`src/rtl/mul_man_round_pipe_if.sv`:
```
// Handshake and data bundle between the FPU_MUL normaliser, the mantissa rounder and the result packer.
// The slave modport is the rounder's view; the master modport is the upstream/downstream environment's view.
interface mul_man_round_pipe_if #(
  parameter int SIZE_MAN = 24,
  parameter int SIZE_EXT = 3,
  parameter int SIZE_EXP = 8
);
  logic                         i_valid;
  logic                         o_ready;
  logic                         i_sign;
  logic [SIZE_EXP-1:0]          i_exp;
  logic [SIZE_MAN+SIZE_EXT-1:0] i_man;
  logic [1:0]                   i_mode;
  logic                         o_valid;
  logic                         i_ready;
  logic                         o_sign;
  logic [SIZE_EXP-1:0]          o_exp;
  logic [SIZE_MAN-1:0]          o_man;
  logic                         o_inexact;
  logic                         o_exp_ovf;

  modport slave (
    input  i_valid, i_sign, i_exp, i_man, i_mode, i_ready,
    output o_ready, o_valid, o_sign, o_exp, o_man, o_inexact, o_exp_ovf
  );

  modport master (
    output i_valid, i_sign, i_exp, i_man, i_mode, i_ready,
    input  o_ready, o_valid, o_sign, o_exp, o_man, o_inexact, o_exp_ovf
  );
endinterface

```
`src/rtl/mul_man_round_pipe.sv`:
```
// Two-stage IEEE-754 mantissa rounder with four rounding modes and exponent renormalisation on carry-out.
// Stage 1 captures the increment decision per beat; stage 2 adds it and saturates the exponent at all-ones.
module mul_man_round_pipe #(
  parameter int SIZE_MAN = 24,
  parameter int SIZE_EXT = 3,
  parameter int SIZE_EXP = 8
) (
  input  logic                  i_clk,
  input  logic                  i_rst,
  mul_man_round_pipe_if.slave   bus
);
  localparam int W = SIZE_MAN + SIZE_EXT;

  typedef enum logic [1:0] {
    MODE_RNE = 2'b00,
    MODE_RTZ = 2'b01,
    MODE_RUP = 2'b10,
    MODE_RDN = 2'b11
  } roundMode_e;

  roundMode_e          mode;
  logic                keptLsb;
  logic                guardBit;
  logic                stickyBit;
  logic                s1Inc_d;
  logic                s1Inexact_d;

  logic                s1Valid_q;
  logic                s1Sign_q;
  logic [SIZE_EXP-1:0] s1Exp_q;
  logic [SIZE_MAN-1:0] s1Kept_q;
  logic                s1Inc_q;
  logic                s1Inexact_q;
  logic                s1AllOnes_q;

  logic [SIZE_MAN:0]   sumWide;
  logic                carry;
  logic [SIZE_MAN-1:0] s2Man_d;
  logic [SIZE_EXP-1:0] s2Exp_d;
  logic                s2Ovf_d;

  logic                s2Valid_q;
  logic                s2Sign_q;
  logic [SIZE_EXP-1:0] s2Exp_q;
  logic [SIZE_MAN-1:0] s2Man_q;
  logic                s2Inexact_q;
  logic                s2Ovf_q;

  logic                s1Advance;
  logic                s2Advance;
  logic                accept;

  assign mode = roundMode_e'(bus.i_mode);

  always_comb begin
    keptLsb     = bus.i_man[SIZE_EXT];
    guardBit    = bus.i_man[SIZE_EXT-1];
    stickyBit   = |bus.i_man[SIZE_EXT-2:0];
    s1Inexact_d = guardBit | stickyBit;
    s1Inc_d     = 1'b0;
    case (mode)
      MODE_RNE: s1Inc_d = guardBit & (stickyBit | keptLsb);
      MODE_RTZ: s1Inc_d = 1'b0;
      MODE_RUP: s1Inc_d = s1Inexact_d & ~bus.i_sign;
      MODE_RDN: s1Inc_d = s1Inexact_d & bus.i_sign;
      default:  s1Inc_d = 1'b0;
    endcase
  end

  // A stage may take new data when it is empty or its occupant leaves on the same edge.
  assign s2Advance   = ~s2Valid_q | bus.i_ready;
  assign s1Advance   = ~s1Valid_q | s2Advance;
  assign accept      = bus.i_valid & s1Advance;
  assign bus.o_ready = s1Advance;

  always_ff @(posedge i_clk or posedge i_rst) begin
    if (i_rst) begin
      s1Valid_q   <= 1'b0;
      s1Sign_q    <= 1'b0;
      s1Exp_q     <= '0;
      s1Kept_q    <= '0;
      s1Inc_q     <= 1'b0;
      s1Inexact_q <= 1'b0;
      s1AllOnes_q <= 1'b0;
    end else begin
      if (s1Advance) begin
        s1Valid_q <= accept;
      end
      if (accept) begin
        s1Sign_q    <= bus.i_sign;
        s1Exp_q     <= bus.i_exp;
        s1Kept_q    <= bus.i_man[W-1:SIZE_EXT];
        s1Inc_q     <= s1Inc_d;
        s1Inexact_q <= s1Inexact_d;
        s1AllOnes_q <= &bus.i_man[W-1:SIZE_EXT];
      end
    end
  end

  // On carry the wide sum is exactly 1000..0, so its upper SIZE_MAN bits are the renormalised mantissa.
  always_comb begin
    sumWide = {1'b0, s1Kept_q} + {{SIZE_MAN{1'b0}}, s1Inc_q};
    carry   = s1AllOnes_q & s1Inc_q;
    s2Man_d = carry ? sumWide[SIZE_MAN:1] : sumWide[SIZE_MAN-1:0];
    s2Exp_d = s1Exp_q;
    if (carry && !(&s1Exp_q)) begin
      s2Exp_d = s1Exp_q + {{(SIZE_EXP-1){1'b0}}, 1'b1};
    end
    s2Ovf_d = &s2Exp_d;
  end

  always_ff @(posedge i_clk or posedge i_rst) begin
    if (i_rst) begin
      s2Valid_q   <= 1'b0;
      s2Sign_q    <= 1'b0;
      s2Exp_q     <= '0;
      s2Man_q     <= '0;
      s2Inexact_q <= 1'b0;
      s2Ovf_q     <= 1'b0;
    end else begin
      if (s2Advance) begin
        s2Valid_q <= s1Valid_q;
      end
      if (s2Advance && s1Valid_q) begin
        s2Sign_q    <= s1Sign_q;
        s2Exp_q     <= s2Exp_d;
        s2Man_q     <= s2Man_d;
        s2Inexact_q <= s1Inexact_q;
        s2Ovf_q     <= s2Ovf_d;
      end
    end
  end

  assign bus.o_valid   = s2Valid_q;
  assign bus.o_sign    = s2Sign_q;
  assign bus.o_exp     = s2Exp_q;
  assign bus.o_man     = s2Man_q;
  assign bus.o_inexact = s2Inexact_q;
  assign bus.o_exp_ovf = s2Ovf_q;

endmodule

```
`src/flat_wrapper.sv`:
```
// flat-port wrapper written by rule: the top's interface ports become plain ports
module mul_man_round_pipe_flat 
#(
  parameter int SIZE_MAN = 24,
  parameter int SIZE_EXT = 3,
  parameter int SIZE_EXP = 8
)
  (i_clk, i_rst, bus_i_valid, bus_i_sign, bus_i_exp, bus_i_man, bus_i_mode, bus_i_ready, bus_o_ready, bus_o_valid, bus_o_sign, bus_o_exp, bus_o_man, bus_o_inexact, bus_o_exp_ovf);
  mul_man_round_pipe_if #(.SIZE_MAN(SIZE_MAN), .SIZE_EXT(SIZE_EXT), .SIZE_EXP(SIZE_EXP)) bus_i ();
  input  logic i_clk;
  input  logic i_rst;
  input wire logic [$bits(bus_i.i_valid)-1:0] bus_i_valid;
  input wire logic [$bits(bus_i.i_sign)-1:0] bus_i_sign;
  input wire logic [$bits(bus_i.i_exp)-1:0] bus_i_exp;
  input wire logic [$bits(bus_i.i_man)-1:0] bus_i_man;
  input wire logic [$bits(bus_i.i_mode)-1:0] bus_i_mode;
  input wire logic [$bits(bus_i.i_ready)-1:0] bus_i_ready;
  output wire logic [$bits(bus_i.o_ready)-1:0] bus_o_ready;
  output wire logic [$bits(bus_i.o_valid)-1:0] bus_o_valid;
  output wire logic [$bits(bus_i.o_sign)-1:0] bus_o_sign;
  output wire logic [$bits(bus_i.o_exp)-1:0] bus_o_exp;
  output wire logic [$bits(bus_i.o_man)-1:0] bus_o_man;
  output wire logic [$bits(bus_i.o_inexact)-1:0] bus_o_inexact;
  output wire logic [$bits(bus_i.o_exp_ovf)-1:0] bus_o_exp_ovf;
  assign bus_i.i_valid = bus_i_valid;
  assign bus_i.i_sign = bus_i_sign;
  assign bus_i.i_exp = bus_i_exp;
  assign bus_i.i_man = bus_i_man;
  assign bus_i.i_mode = bus_i_mode;
  assign bus_i.i_ready = bus_i_ready;
  assign bus_o_ready = bus_i.o_ready;
  assign bus_o_valid = bus_i.o_valid;
  assign bus_o_sign = bus_i.o_sign;
  assign bus_o_exp = bus_i.o_exp;
  assign bus_o_man = bus_i.o_man;
  assign bus_o_inexact = bus_i.o_inexact;
  assign bus_o_exp_ovf = bus_i.o_exp_ovf;
  mul_man_round_pipe #(.SIZE_MAN(SIZE_MAN), .SIZE_EXT(SIZE_EXT), .SIZE_EXP(SIZE_EXP)) u_core (.i_clk(i_clk), .i_rst(i_rst), .bus(bus_i));
endmodule
```
`config.mk`:
```
export PLATFORM = sky130hd
export DESIGN_NAME = mul_man_round_pipe_flat
export DESIGN_NICKNAME = d
export VERILOG_FILES = /design/src/rtl/mul_man_round_pipe_if.sv /design/src/rtl/mul_man_round_pipe.sv /design/src/flat_wrapper.sv
export SDC_FILE = /design/constraint.sdc
export NUM_CORES = 1
export LEC_CHECK = 0
export CORE_MARGIN = 2
export CORE_UTILIZATION = 25
export DETAILED_ROUTE_END_ITERATION = 8
export GPL_TIMING_DRIVEN = 0
export HOLD_SLACK_MARGIN = 0.15
export SLEW_MARGIN = 20
export SYNTH_ARGS = -nofsm -noshare
export SYNTH_HDL_FRONTEND = slang
export SYNTH_SLANG_ARGS = --single-unit
```
`constraint.sdc`:
```
create_clock -name i_clk -period 2.4 [get_ports i_clk]
set_clock_uncertainty 0.15 [all_clocks]
set_input_delay 0.36 -clock i_clk [delete_from_list [all_inputs] [get_ports i_clk]]
set_output_delay 0.36 -clock i_clk [all_outputs]
set_load 0.02 [all_outputs]
```
* Word-level counts from Yosys, hierarchy flattened *
Index checks and enable logic that the tools add are counted.

cells by class
  add/subtract/negate cells = 2
  bitwise logic cells = 12
  muxes and demuxes = 3
  reduce and logical (&&, ||, !) cells = 8
  eq/ne operators = 3

operators with widths
  cell                 number
  $add 24x1->25        1
  $mux 24              1
  $reduce_and 24->1    1
  $reduce_and 8->1     2
  $add 8x1->8 const B  1
  $mux 8               1
  $and 1x1->1          5
  $eq 2x2->1 const B   2
  $or 1x1->1           4
  $pmux 1 s4           1
  $not 1->1            3
  $eq 2x1->1 const B   1
  $logic_and 1x1->1    2
  $logic_not 2->1      1
  $reduce_or 2->1      1
  $logic_not 1->1      1

word-level totals
  logic and storage cells = 41
  bits of input ports = 42
  bits in registers = 73
  output and inout port bits = 37

* Logic depth before layout (Yosys ltp) *
Gate-level depths: netlist of the first run.

  depth in word-level cells = 5
  mapped depth = 8
  gate-level depth less buffers = 7

* Least setup slack after synthesis of the first run *
OpenSTA, ideal clock, no wires.

  path kind = reg-to-reg
  from = register u_core.s1Inc_q
  to = register u_core.s2Man_q[20], in the netlist u_core.bus.o_man[20]
  arrival time = 1.963 ns
  stages on the path, launching flop included = 9
  setup time = 0.092 ns
  clock period less this slack = 2.205 ns
  path buffers = 1
  path slack = 0.195 ns
  cells stage by stage = dfrtp_1 > ha_1 > ha_1 > and3_1 > clkbuf_1 > nand2_1 > or4_1 > and3_1 > o31ai_2

on the way
  word-level cells in the longest chain between the ends = 2

RTL lines
  item                                                 RTL line                                              source
  start: declaration                                   mul_man_round_pipe.sv:32                              logic s1Inc_q;
  start signal: assignment                             mul_man_round_pipe.sv:93                              s1Inc_q <= s1Inc_d;
  $add 24x1->25 / $and 1x1->1 (equally long branches)  mul_man_round_pipe.sv:102, mul_man_round_pipe.sv:103
  $mux 24 (*)                                          mul_man_round_pipe.sv:104                             s2Man_d = carry ? sumWide[SIZE_MAN:1] : sumWide[SIZE_MAN-1:0];
  end signal: assignment                               mul_man_round_pipe.sv:127                             s2Man_q <= s2Man_d;
  end: declaration                                     mul_man_round_pipe.sv:45                              logic [SIZE_MAN-1:0] s2Man_q;

Mark *: on every way between the ends. The rest lies on a longest branch, timed or not.
A chain may end at the register's enable or synchronous reset.

* Final worst setup path of the first run *
  from = input port bus_i_ready
  to = register u_core.s1Kept_q[6]

on the way
  word-level cells in the longest chain between the ends = 3

RTL lines
  item                    RTL line                  source
  start: declaration      flat_wrapper.sv:17        input wire logic [$bits(bus_i.i_ready)-1:0] bus_i_ready;
  $or 1x1->1              mul_man_round_pipe.sv:71  assign s2Advance = ~s2Valid_q | bus.i_ready;
  $or 1x1->1              mul_man_round_pipe.sv:72  assign s1Advance = ~s1Valid_q | s2Advance;
  $and 1x1->1             mul_man_round_pipe.sv:73  assign accept = bus.i_valid & s1Advance;
  end signal: assignment  mul_man_round_pipe.sv:92  s1Kept_q <= bus.i_man[W-1:SIZE_EXT];
  end: declaration        mul_man_round_pipe.sv:31  logic [SIZE_MAN-1:0] s1Kept_q;

No other way between the ends.

==> results of run 1 <==
[per-layer routing]
metal  up-vias  wire length (microns)
met5         -                      0
met3        10                    382
met4         0                    175
li1       1479                      -
met2        71                   4584
met1      1491                   4845
[sequential cells by signal (all words and copies together) (netlist names)]
signal and flops:
u_core.bus.o_valid 1, u_core.bus.o_sign 1, u_core.bus.o_inexact 1, u_core.bus.o_man 24
u_core.bus.o_exp 8, u_core.s1Exp_q 8, u_core.s1Inexact_q 1, u_core.s1Valid_q 1
u_core.s1Sign_q 1, u_core.s1Inc_q 1, u_core.s1Kept_q 24, u_core.s1AllOnes_q 1
u_core.bus.o_exp_ovf 1
[kinds of logic after synthesis]
kind of cell | after synthesis
xor gates and xnor gates | 22
DFF | 73
adders and majority gates | 3
and+or+nand+nor | 138
muxes | 40
AOI/OAI and AO/OA | 59
buffers and inverters | 21
[worst max-delay path by stage]
| stage | cells past startpoint | end | from | slack, ps |
|---|---|---|---|---|
| finish | 5 | u_core.s1Kept_q[6] | bus_i_ready | 180 |
| global route | 5 | u_core.s1Kept_q[3] | bus_i_ready | 10 |
| global placement | 2 | u_core.bus.o_man[16] | i_rst | -1110 |
| CTS | 6 | u_core.bus.o_man[19] | u_core.s1Inc_q | 50 |
| detailed placement | 6 | u_core.s1Exp_q[3] | bus_i_ready | -350 |
| floorplan | 1 | u_core.bus.o_exp[0] | i_rst | 40 |
[report_power, final]
| group | internal (mW) | leakage, nW | switching [mW] | total, mW |
|---|---|---|---|---|
| logic | 0.529 | 0.963 | 0.537 | 1.07 |
| clock network | 1.17 | 0.186 | 0.495 | 1.67 |
| registers | 1.45 | 0.871 | 0.191 | 1.64 |
| total | 3.15 | 2.02 | 1.22 | 4.38 |
[repair_timing]
action                     CTS  global route
gates cloned                 0             0
setup endpoints to repair    5            17
setup buffers                0             1
gates resized for setup      1             6
[layout make-up]
type | count | area share (%)
clock buffers | 11 | 4.916
repair buffers | 80 | 15.87
plain buffers | 16 | 1.193
clock inverters | 5 | 2.434
inverters | 3 | 0.2677
well taps | 184 | 4.478
flip-flops and latches | 73 | 35.53
multi-input cells | 262 | 35.31
[cell usage after synthesis (all sizes together)]
master   number
mux2i         3
a31oi         6
o21ai        14
and3          5
o211ai        2
nor3b         2
mux2         37
o2bb2ai       1
nor3          1
buf           3
xnor2         8
nor2         12
o41ai         1
and3b         1
a21o          2
dfrtp        73
inv           3
nor4b         2
a22o          1
and4          4
o32ai         2
a32oi         1
a21oi         7
and2          6
a31o          1
nand3        18
o31a          1
nor4          5
a21boi        1
clkbuf       15
or4           2
nand3b        1
nand4        13
nand4b        2
nand2b        3
nand2        57
o31ai         8
o221ai        9
or2           4
ha            3
a211oi        2
xor2         14
==> impl.org, run 1 <==
** Status
- Run status :: completed

** Power
- The completed layout was analyzed and its total power is around 4.4 mW.
- In this run the static leakage power is a little over 2 nW.
- Power spread over the standard cell area amounts to 851.7 nW/um^2.
- VDD sags by at most ~0.00027 V.

** Detailed routing
- Post-detailed-route count of antenna-violating nets :: 0
- The final route contains 3,051 vias.
- The detailed router finished its first iteration with roughly 130 violations.
- In the routed design, unresolved DRC markers number 0.
- Post-detailed-route via-to-cell ratio :: slightly below 5
- The pre-antenna-repair detailed-routing pass consisted of 4 iterations.
- After detailed routing, the average wire length per cell comes to around 16 microns.
- Wirelength, routed :: ~10 mm

** Setup path
- Setup Crit Path Kind :: in2reg
- Capture point of the worst reg-to-reg path :: u_core.bus.o_man[20]
- In this run the critical register-to-register path is launched from u_core.s1Inc_q.
- Buffers plus inverters on the worst setup path :: 2
- Data on the critical path arrives at its endpoint at around 2300 ps.
- CP Data Required Time :: approximately 2500 ps
- Sequence of cells on the critical path :: clkdlybuf4s50_1, nand3b_1, nand2_1, clkbuf_1, mux2_2
- The cell family contributing the most delay on the critical path is buffers and inverters.
- Maximum cell stage delay along the critical path :: between 400 and 500 ps
- Endpoint type of the worst setup path :: flop
- CP Launch Type :: primary input
- The largest individual stage delay along the critical path comes from the cell sky130_fd_sc_hd__clkbuf_1.
- Number of cells on the worst reg-to-reg path :: 7
- In this run the worst path has a maximum fanout of 12.
- Setup slack of the most critical reg-to-reg path :: around 180 ps

** Synthesis
- After Yosys synthesis, full adders, half adders and majority gates account for ~1.0% of the synthesized area.
- Post-synthesis sequential area ratio :: between 40% and 50%
- Simple-gate share of the synthesized area :: a little under a fifth
- In the synthesized netlist, the number of instances is roughly 360.
- The average instance in the mapped netlist occupies a little over 10 sq um.
- By area, the combinational part of the netlist is dominated by simple AND/OR/NAND/NOR gates.
- Portion of netlist area occupied by mux cells :: approximately 12%
- Synthesized-area fraction occupied by ao, oa, aoi and oai cells :: 11.06%
- sky130_fd_sc_hd__dfrtp_1 takes more of the synthesized area than any other cell.
- Xor and xnor fraction of the mapped netlist area :: 5.208%
- Synthesized netlist net count :: 401
- Top-area cell type share of the netlist area :: between 40% and 50%
- The synthesized design contains between 70 and 80 register bits.
- The Yosys step of the flow raised 0 warnings.
- Mapped Area :: 3700 sq um
- The netlist uses 47 different library cells.
- Leading post-synthesis cells by cell area :: sky130_fd_sc_hd__dfrtp_1, sky130_fd_sc_hd__mux2_2, sky130_fd_sc_hd__nand2_1

** Global route
- met2 is the most crowded layer.
- Gr ovfl total :: 0
- Vias in the first global route :: 3,089
- Global routing used ~2.4% of the available met3 tracks.
- Global-route wire length before repair :: 16.25 mm
- Global routing consumed, over all layers together, 12.98% of the routing resources.
- GR Util met1 :: 17.57%
- Met2 usage in global routing :: between 20 and 25%
- The number of antenna violations at the first check in global routing was 0.
- Entering global routing, the biggest net connects ~60 pins.

** Job
- The tool flagged a number of max-cap violations equal to 0.

** Place
- Final weighted congestion in routability-driven placement :: roughly 0.86
- Before CTS, the worst setup slack after placement is -353.2 ps.
- Post-placement cell area :: around 4700 sq um
- Number of buffers inserted by port buffering :: roughly 80
- Placed wire-length estimate :: about 7.9 mm
- Placed cell count :: between 600 and 700

** Floorplanning
- The die is 125.7 microns wide.
- The initial utilization of the core area, before any placement, comes to about a quarter.
- Number of standard-cell rows in the floorplan :: between 40 and 50
- Placeable core region :: ~14,000 sq um
- The floorplan step defined a die boundary enclosing roughly 16,000 sq um.
- For this design the top-level I/O count stands at 79.
- The die is between 100 and 150 microns tall.

** CTS
- CTS buffer count :: 9
- Insertion delay to the later sink of the worst-skew pair :: roughly 330 ps
- Sinks on Clock Net :: between 70 and 80
- In this run the deepest clock path goes through 2 buffers.
- In this run, post-CTS hold repair placed 0 buffers.
- CTS tree :: yes
- The H-tree generated during clock tree synthesis spans 3 levels.
- Clock-pin slew was measured on the worst setup and hold paths at ~60 ps.
- Cell at the root of the clock tree :: sky130_fd_sc_hd__clkbuf_16

** Layout
- In the final design database the tool counted between 400 and 500 nets.
- Commonest non-fill, non-tap cells in the layout :: sky130_fd_sc_hd__clkdlybuf4s50_1, sky130_fd_sc_hd__dfrtp_1, sky130_fd_sc_hd__nand2_1, sky130_fd_sc_hd__mux2_2, sky130_fd_sc_hd__nand3_1
- Sequential standard cell area :: ~1800 sq um
- Most common cell after layout, fill and taps aside :: sky130_fd_sc_hd__clkdlybuf4s50_1
- Of the cells placed in the final design, the portion with a size suffix greater than 1 is 15.11%.
- Filler Cells Inserted :: approximately 1,400
- Area growth syn-to-layout :: 38.96%
- Area of all placed cells without fillers :: around 5000 sq um
- At the end of the flow the core is filled with cells to around 36%.
- 0 antenna diodes ended up in the layout.
- Leaving out filler cells and counting taps, the final layout contains 634.
- Summing all multi-input logic gate instances after layout gives about 1800 sq um.

** Min path
- Class of the worst hold path :: in2async

** STA
- Hold timing on the final database bottoms out at a slack of 157.3 ps.
- Accumulated negative setup slack :: 0 ps
- For the pin with the worst max-slew slack, the measured transition is roughly 590 ps.
- Setup violations remaining at the end of the flow were counted as 0.
- RSZ-0062 raised after global routing :: no
- Final WS setup :: between 150 and 200 ps
- Final-report hold violation count :: 0
- Clock period minus final worst setup slack :: between 2000 and 2500 ps
- Final cycle utilization of the critical path :: 92.71%
- Static timing analysis puts the maximum clock frequency at 449.4 MHz.
- The max-slew violation count was 0.
- Normalized max-slew margin :: 61.00%
No activity file was read; power rests on OpenSTA's default activity.
==> inputs of run 2 (changes only) <==
Settings changed: CORE_MARGIN 2 to 8, TNS_END_PERCENT set to 10.
==> impl.org, run 2 (synthesis results as in run 1) <==
** Place
- Number of buffers inserted by port buffering :: 78 (unchanged)
- The post-DP HPWL came to 8.404 mm (was 7.869 mm).
- The cell area after placement is 4733 sq um (was 4741 sq um).
- Final weighted congestion in routability-driven placement :: 0.8623 (was 0.8640)

** Global route
- Vias in the first global route :: 3,120 (was 3,089)
- Global-route wire length before repair :: 16.75 mm (was 16.25 mm)
- Number of antenna violations at the first check in global routing :: 0 (unchanged)
- Maximum number of pins on one net before global-route repair :: 45 (was 59)
- The remaining global-route overflow was 0 (unchanged).
- The overall global routing resource usage came to 11.45% (was 12.98%).

** STA
- Normalized max-slew margin :: 60.06% (was 61.00%)
- Pin slew with the least headroom to its limit :: 599.1 ps (was 585.0 ps)
- The share of the clock period used by the worst path came to 93.87% (was 92.71%).
- The count of final hold-check violations is 0 (unchanged).
- Upper clock frequency limit :: 443.9 MHz (was 449.4 MHz)
- Clock period minus final worst setup slack :: 2253 ps (was 2225 ps)
- The count of final setup violators is 0 (unchanged).
- Number of slew-limit violations in the final report :: 0 (unchanged)
- RSZ-0062 raised after global routing: no (unchanged).

** CTS
- Insertion delay to the later sink of the worst-skew pair :: 340 ps (was 330 ps)
- Reg clk slew, reported paths :: 60 ps (about the same)
- The CTS buffer count came to 9 (unchanged).
- The TritonCTS clock tree is yes (unchanged).
- Number of setup buffers added after CTS :: 0 (unchanged)
- Number of buffers added to fix hold violations after cts :: 0 (unchanged)
- The clock tree root buffer cell is sky130_fd_sc_hd__clkbuf_16 (unchanged).
- Maximum root-to-sink buffer count :: 2 (unchanged)
- H-tree levels :: 3 (unchanged)
- Sinks on Clock Net :: 73 (unchanged)

** Min path
- Class of the worst hold path :: in2async (unchanged)

** Layout
- Final net count :: 490 (unchanged)
- Final antenna diode count :: 0 (unchanged)
- Area of all placed cells without fillers :: 5055 sq um (was 5141 sq um)
- Share of post-route cells with drive strength above 1 :: 15.11% (unchanged)
- The leading cell type in the layout, fill and taps excluded was sky130_fd_sc_hd__clkdlybuf4s50_1 (unchanged).
- Commonest non-fill, non-tap cells in the layout: sky130_fd_sc_hd__clkdlybuf4s50_1, sky130_fd_sc_hd__dfrtp_1, sky130_fd_sc_hd__nand2_1, sky130_fd_sc_hd__mux2_2, sky130_fd_sc_hd__nand3_1 (unchanged).
- The layout-stage area growth over the synthesis result came to 36.63% (was 38.96%).

** Power
- The peak supply drop is 0.0002808 V (was 0.0002716 V).
- Leakage power :: 1.973 nW (was 2.019 nW)
- P per Cell Area :: 813.3 nW/um^2 (was 851.7 nW/um^2)
- The sum of internal, switching and leakage power came to 4.111 mW (was 4.379 mW).

** Setup path
- Capture point of the worst reg-to-reg path :: u_core.bus.o_man[20] (unchanged)
- The endpoint kind of the worst setup timing path is a flop (unchanged).
- The reg-to-reg startpoint is u_core.s1Inc_q (unchanged).
- The critical-path maximum fanout is 6 (was 12).
- The launching element of the worst setup path is u_core.s1Inc_q (was bus_i_ready).
- The worst-case reg-to-reg path depth is 7 (unchanged).
- The slack of the worst reg-to-reg path came to 150 ps (was 180 ps).
- Data arrival time of the critical path :: 2350 ps (was 2290 ps)
- CP Data Required Time :: 2490 ps (was 2470 ps)
- CP Launch Type :: flop (was primary input)
- Setup Crit Path Kind :: reg2reg (was in2reg)

** Floorplanning
- The initial standard-cell utilization of the core is 25.55% (unchanged).
- The row count is 44 (unchanged).
- The die extent in x is 137.7 microns (was 125.7 microns).
- The number of placed I/O pins came to 79 (unchanged).
- Placeable core region :: 14,480 sq um (unchanged)
- The overall die height came to 137.7 microns (was 125.7 microns).
- The die area is 18,950 sq um (was 15,790 sq um).

** Detailed routing
- The DRC marker count from the first detailed-route iteration is 147 (was 126).
- The detailed-route via count came to 3,078 (was 3,051).
- Post-detailed-route via-to-cell ratio :: 4.855 (was 4.812)
- Average wire per cell in the routed design :: 16.45 microns (was 15.75 microns)
- Post-detailed-route count of antenna-violating nets :: 0 (unchanged)
- The first-pass iteration count of the detailed router is 4 (unchanged).
- The post-detailed-route DRC marker count came to 0 (unchanged).
- Wirelength, routed :: 10.43 mm (was 9.988 mm)

** Job
- Max capacitance violation total :: 0 (unchanged)

** Status
- Run status: completed (unchanged).
run 2: cell count changes in the layout (fill, tap and decap cells not counted), sizes merged:
cell    previous run  this run
clkinv             1         5
clkbuf            24        23
bufinv             4         2
buf                5         4
run 2: routing by layer:
metal | routed length [microns] | global-route usage (%)
met5 | 0 | 0
met4 | 223 | 5.794
met3 | 592 | 3.282
met2 | 4757 | 17.02
met1 | 4857 | 14.84
run 2: where the power goes:
group	switching, mW	total, mW	internal (mW)
clock network	0.499	1.40	0.899
logic	0.539	1.06	0.525
registers	0.197	1.65	1.45
total	1.23	4.11	2.88
run 2: per-stage QoR:
stage                     TNS [ps]  hold slack [ps]  cells  util (%)  setup WS (ps)
after global routing             0            252.7    634     34.91          10.38
after floorplan                  0            283.1    356         -          36.73
after CTS                        0            231.3    634     34.83          13.75
after global placement      -83960            297.7    618     32.54          -1131
after detailed placement     -2075            305.2    619     32.69         -329.4
final                            0            218.2    634     34.91          147.1
run 2: final cells by class:
| cell class | count | area, sq um |
|---|---|---|
| Buffer | 17 | 65.06 |
| Tap cell | 184 | 230.2 |
| Timing Repair Buffer | 79 | 800.8 |
| Fill cell | 1465 | 9424 |
| Multi-Input combinational cell | 262 | 1807 |
| Clock inverter | 7 | 85.08 |
| Clock buffer | 9 | 225.2 |
| Inverter | 3 | 13.76 |
| Sequential cell | 73 | 1828 |
run 2: worst max-delay path by stage:
stage | to | slack, ps
global route | u_core.bus.o_man[20] | 10
finish | u_core.bus.o_man[20] | 150
global placement | u_core.bus.o_man[16] | -1130
detailed placement | u_core.s1Exp_q[0] | -330
floorplan | u_core.bus.o_exp[0] | 40
CTS | u_core.s1Exp_q[0] | 10
run 2: worst max-delay path, cell delays in order, from the launching register on:
cell and delay, ps:
sky130_fd_sc_hd__dfrtp_2 410, sky130_fd_sc_hd__ha_1 200, sky130_fd_sc_hd__ha_1 190, sky130_fd_sc_hd__and3_2 260, sky130_fd_sc_hd__nand2_2 110, sky130_fd_sc_hd__or4_1 440
sky130_fd_sc_hd__and3_1 210, sky130_fd_sc_hd__o31ai_2 200
run 2: timing repair:
| item | 4_1_cts | 5_1_grt |
|---|---|---|
| endpoints found under the hold margin | 0 | 0 |
| gates cloned | 0 | 0 |
| endpoints found under the setup margin | 2 | 15 |
| resized for setup | 1 | 6 |
==> inputs of run 3 (changes only) <==
Settings changed: SKIP_CTS_REPAIR_TIMING set to 1.
==> impl.org, run 3 (synthesis results as in run 1) <==
** Status
- Run status :: completed (unchanged)

** Global route
- The global-route wire length before repair is 16.76 mm (was 16.75 mm).
- The pin count of the biggest net entering global routing was 45 (unchanged).
- GR Util met1 :: 14.86% (was 14.84%)
- Total routing usage reported by global routing :: 11.46% (was 11.45%)
- Met3 track demand over resource :: 3.282% (unchanged)
- The number of antenna violations at the first check in global routing is 0 (unchanged).
- The layer carrying the most global-route usage is met2 (unchanged).
- Gr ovfl total :: 0 (unchanged)
- The met2 usage in global routing is 17.02% (unchanged).
- Vias in the first global route :: 3,121 (was 3,120)

** Setup path
- Setup Crit Path Kind :: reg2reg (unchanged)
- The buffers plus inverters on the worst setup path is 0 (unchanged).
- The critical-path maximum fanout was 6 (unchanged).
- Sequence of cells on the critical path :: ha_1, ha_1, and3_2, nand2_2, or4_1, and3_1, o31ai_2 (unchanged)
- Data arrival time of the critical path :: 2350 ps (about the same)
- The slack of the worst reg-to-reg path was 150 ps (about the same).
- Endpoint type of the worst setup path :: flop (unchanged)
- The critical path's largest stage delay was 440 ps (about the same).
- Cell with the most instances on the worst path :: sky130_fd_sc_hd__ha_1 (unchanged)
- CP Data Required Time :: 2500 ps (was 2490 ps)
- Gate family responsible for the most delay along the worst path :: simple AND/OR/NAND/NOR gates (unchanged)
- The critical path launch point type is a flop (unchanged).
- The cell with the largest stage delay on the worst path is sky130_fd_sc_hd__or4_1 (unchanged).

** Layout
- The layout-stage area growth over the synthesis result came to 36.63% (unchanged).
- The utilization of the core after routing came to 34.91% (unchanged).
- The number of nets in the finished design was 490 (unchanged).
- Commonest non-fill, non-tap cells in the layout :: sky130_fd_sc_hd__clkdlybuf4s50_1, sky130_fd_sc_hd__dfrtp_1, sky130_fd_sc_hd__nand2_1, sky130_fd_sc_hd__mux2_2, sky130_fd_sc_hd__nand3_1 (unchanged)
- Most common cell after layout, fill and taps aside :: sky130_fd_sc_hd__clkdlybuf4s50_1 (unchanged)
- Final antenna diode count :: 0 (unchanged)
- Share of post-route cells with drive strength above 1 :: 15.11% (unchanged)

** Floorplanning
- The initial standard-cell utilization of the core came to 25.55% (unchanged).
- Die Outline Area :: 18,950 sq um (unchanged)
- The overall die height came to 137.7 microns (unchanged).
- Placeable core region :: 14,480 sq um (unchanged)
- Ports :: 79 (unchanged)
- The die extent in x is 137.7 microns (unchanged).
- The row count is 44 (unchanged).

** Detailed routing
- Remaining design rule violation count :: 0 (unchanged)
- The DRC marker count from the first detailed-route iteration came to 150 (was 147).
- The number of antenna-violating nets in the routed design came to 0 (unchanged).
- Average wire per cell in the routed design :: 16.44 microns (was 16.45 microns)
- Post-detailed-route via-to-cell ratio :: 4.863 (was 4.855)
- The total wirelength of the detailed-routed design came to 10.42 mm (was 10.43 mm).
- The first-pass iteration count of the detailed router is 4 (unchanged).
- Number of vias after detailed routing :: 3,083 (was 3,078)

** Power
- Leakage power :: 1.973 nW (unchanged)
- The net switching power came to 1.237 mW (was 1.235 mW).
- The clock group share of total power was 34.0% (about the same).
- The switching share of total power is 30.07% (was 30.04%).
- The sequential share of power was 40.1% (about the same).
- The ratio of total power to cell area was 813.6 nW/um^2 (was 813.3 nW/um^2).
- Largest vdd supply drop :: 0.0002809 V (was 0.0002808 V)
- Combinational share of power :: 25.9% (about the same)
- Internal portion of total power :: 2.876 mW (about the same)

** STA
- The max-slew violation count is 0 (unchanged).
- The share of the clock period used by the worst path was 93.84% (was 93.87%).
- Final-report hold violation count :: 0 (unchanged)
- Clock period minus final worst setup slack :: 2252 ps (was 2253 ps)
- The count of final setup violators is 0 (unchanged).
- RSZ-0062 raised after global routing: no (unchanged).
- Hold Slack :: 217.8 ps (was 218.2 ps)
- Upper clock frequency limit :: 444.0 MHz (was 443.9 MHz)
- Pin slew with the least headroom to its limit :: 597.0 ps (was 599.1 ps)
- Normalized max-slew margin :: 60.20% (was 60.06%)

** Place
- The number of port buffers is 78 (unchanged).
- The post-DP HPWL was 8.404 mm (unchanged).
- Final weighted congestion in routability-driven placement :: 0.8623 (unchanged)

** Job
- The reported max-cap violation count came to 0 (unchanged).

** CTS
- Reg clk slew, reported paths :: 60 ps (about the same)
- H-tree levels :: 3 (unchanged)
- Insertion delay to the later sink of the worst-skew pair :: 340 ps (about the same)
- The number of clock sinks is 73 (unchanged).
- Cell at the root of the clock tree :: sky130_fd_sc_hd__clkbuf_16 (unchanged)
- The TritonCTS clock tree is yes (unchanged).
- The CTS buffer count came to 9 (unchanged).
- Maximum root-to-sink buffer count :: 2 (unchanged)

** Min path
- The type of the tightest min-delay check is in2async (unchanged).
-- run 3: final timing paths --
kind,start,cells after the start,endpoint
min in group i_clk,u_core.s1Sign_q,2,u_core.bus.o_sign
min reg2reg,u_core.s1Sign_q,2,u_core.bus.o_sign
min,i_rst,2,u_core.bus.o_sign
max in group asynchronous,i_rst,3,u_core.bus.o_man[14]
max reg2reg,u_core.s1Inc_q,7,u_core.bus.o_man[20]
max,u_core.s1Inc_q,7,u_core.bus.o_man[20]
-- run 3: routing by layer --
layer  vias to the layer above  share of wire (%)
li1                       1490                  -
met1                      1499                 47
met2                        78                 45
met3                        16                5.7
met4                         0                2.1
met5                         -                  0
-- run 3: cell type report --
| type | count | area, sq um |
|---|---|---|
| Clock inverter | 7 | 85.08 |
| Clock buffer | 9 | 225.2 |
| Sequential cell | 73 | 1828 |
| Timing Repair Buffer | 79 | 800.8 |
| Inverter | 3 | 13.76 |
| Multi-Input combinational cell | 262 | 1807 |
| Tap cell | 184 | 230.2 |
| Buffer | 17 | 65.06 |
| Fill cell | 1465 | 9424 |
-- run 3: per-stage QoR --
step	worst slack (ps)	TNS (ps)	cells	power, mW	cell area [sq um]
after floorplan	36.73	0	356	2.204	3700
after global placement	-1131	-83960	618	2.711	4711
after detailed placement	-329.4	-2075	619	2.748	4733
after CTS	-109.0	-124.7	635	4.155	5044
after global routing	4.721	0	634	4.322	5055
final	147.9	0	634	4.113	5055
-- run 3: power groups by stage --
| stage | clock (mW) | combinational, mW | sequential [mW] |
|---|---|---|---|
| floorplan | 0 | 0.422 | 1.78 |
| global placement | 0 | 1.06 | 1.65 |
| detailed placement | 0 | 1.08 | 1.67 |
| CTS | 1.42 | 1.08 | 1.65 |
| global route | 1.48 | 1.16 | 1.69 |
| finish | 1.40 | 1.06 | 1.65 |
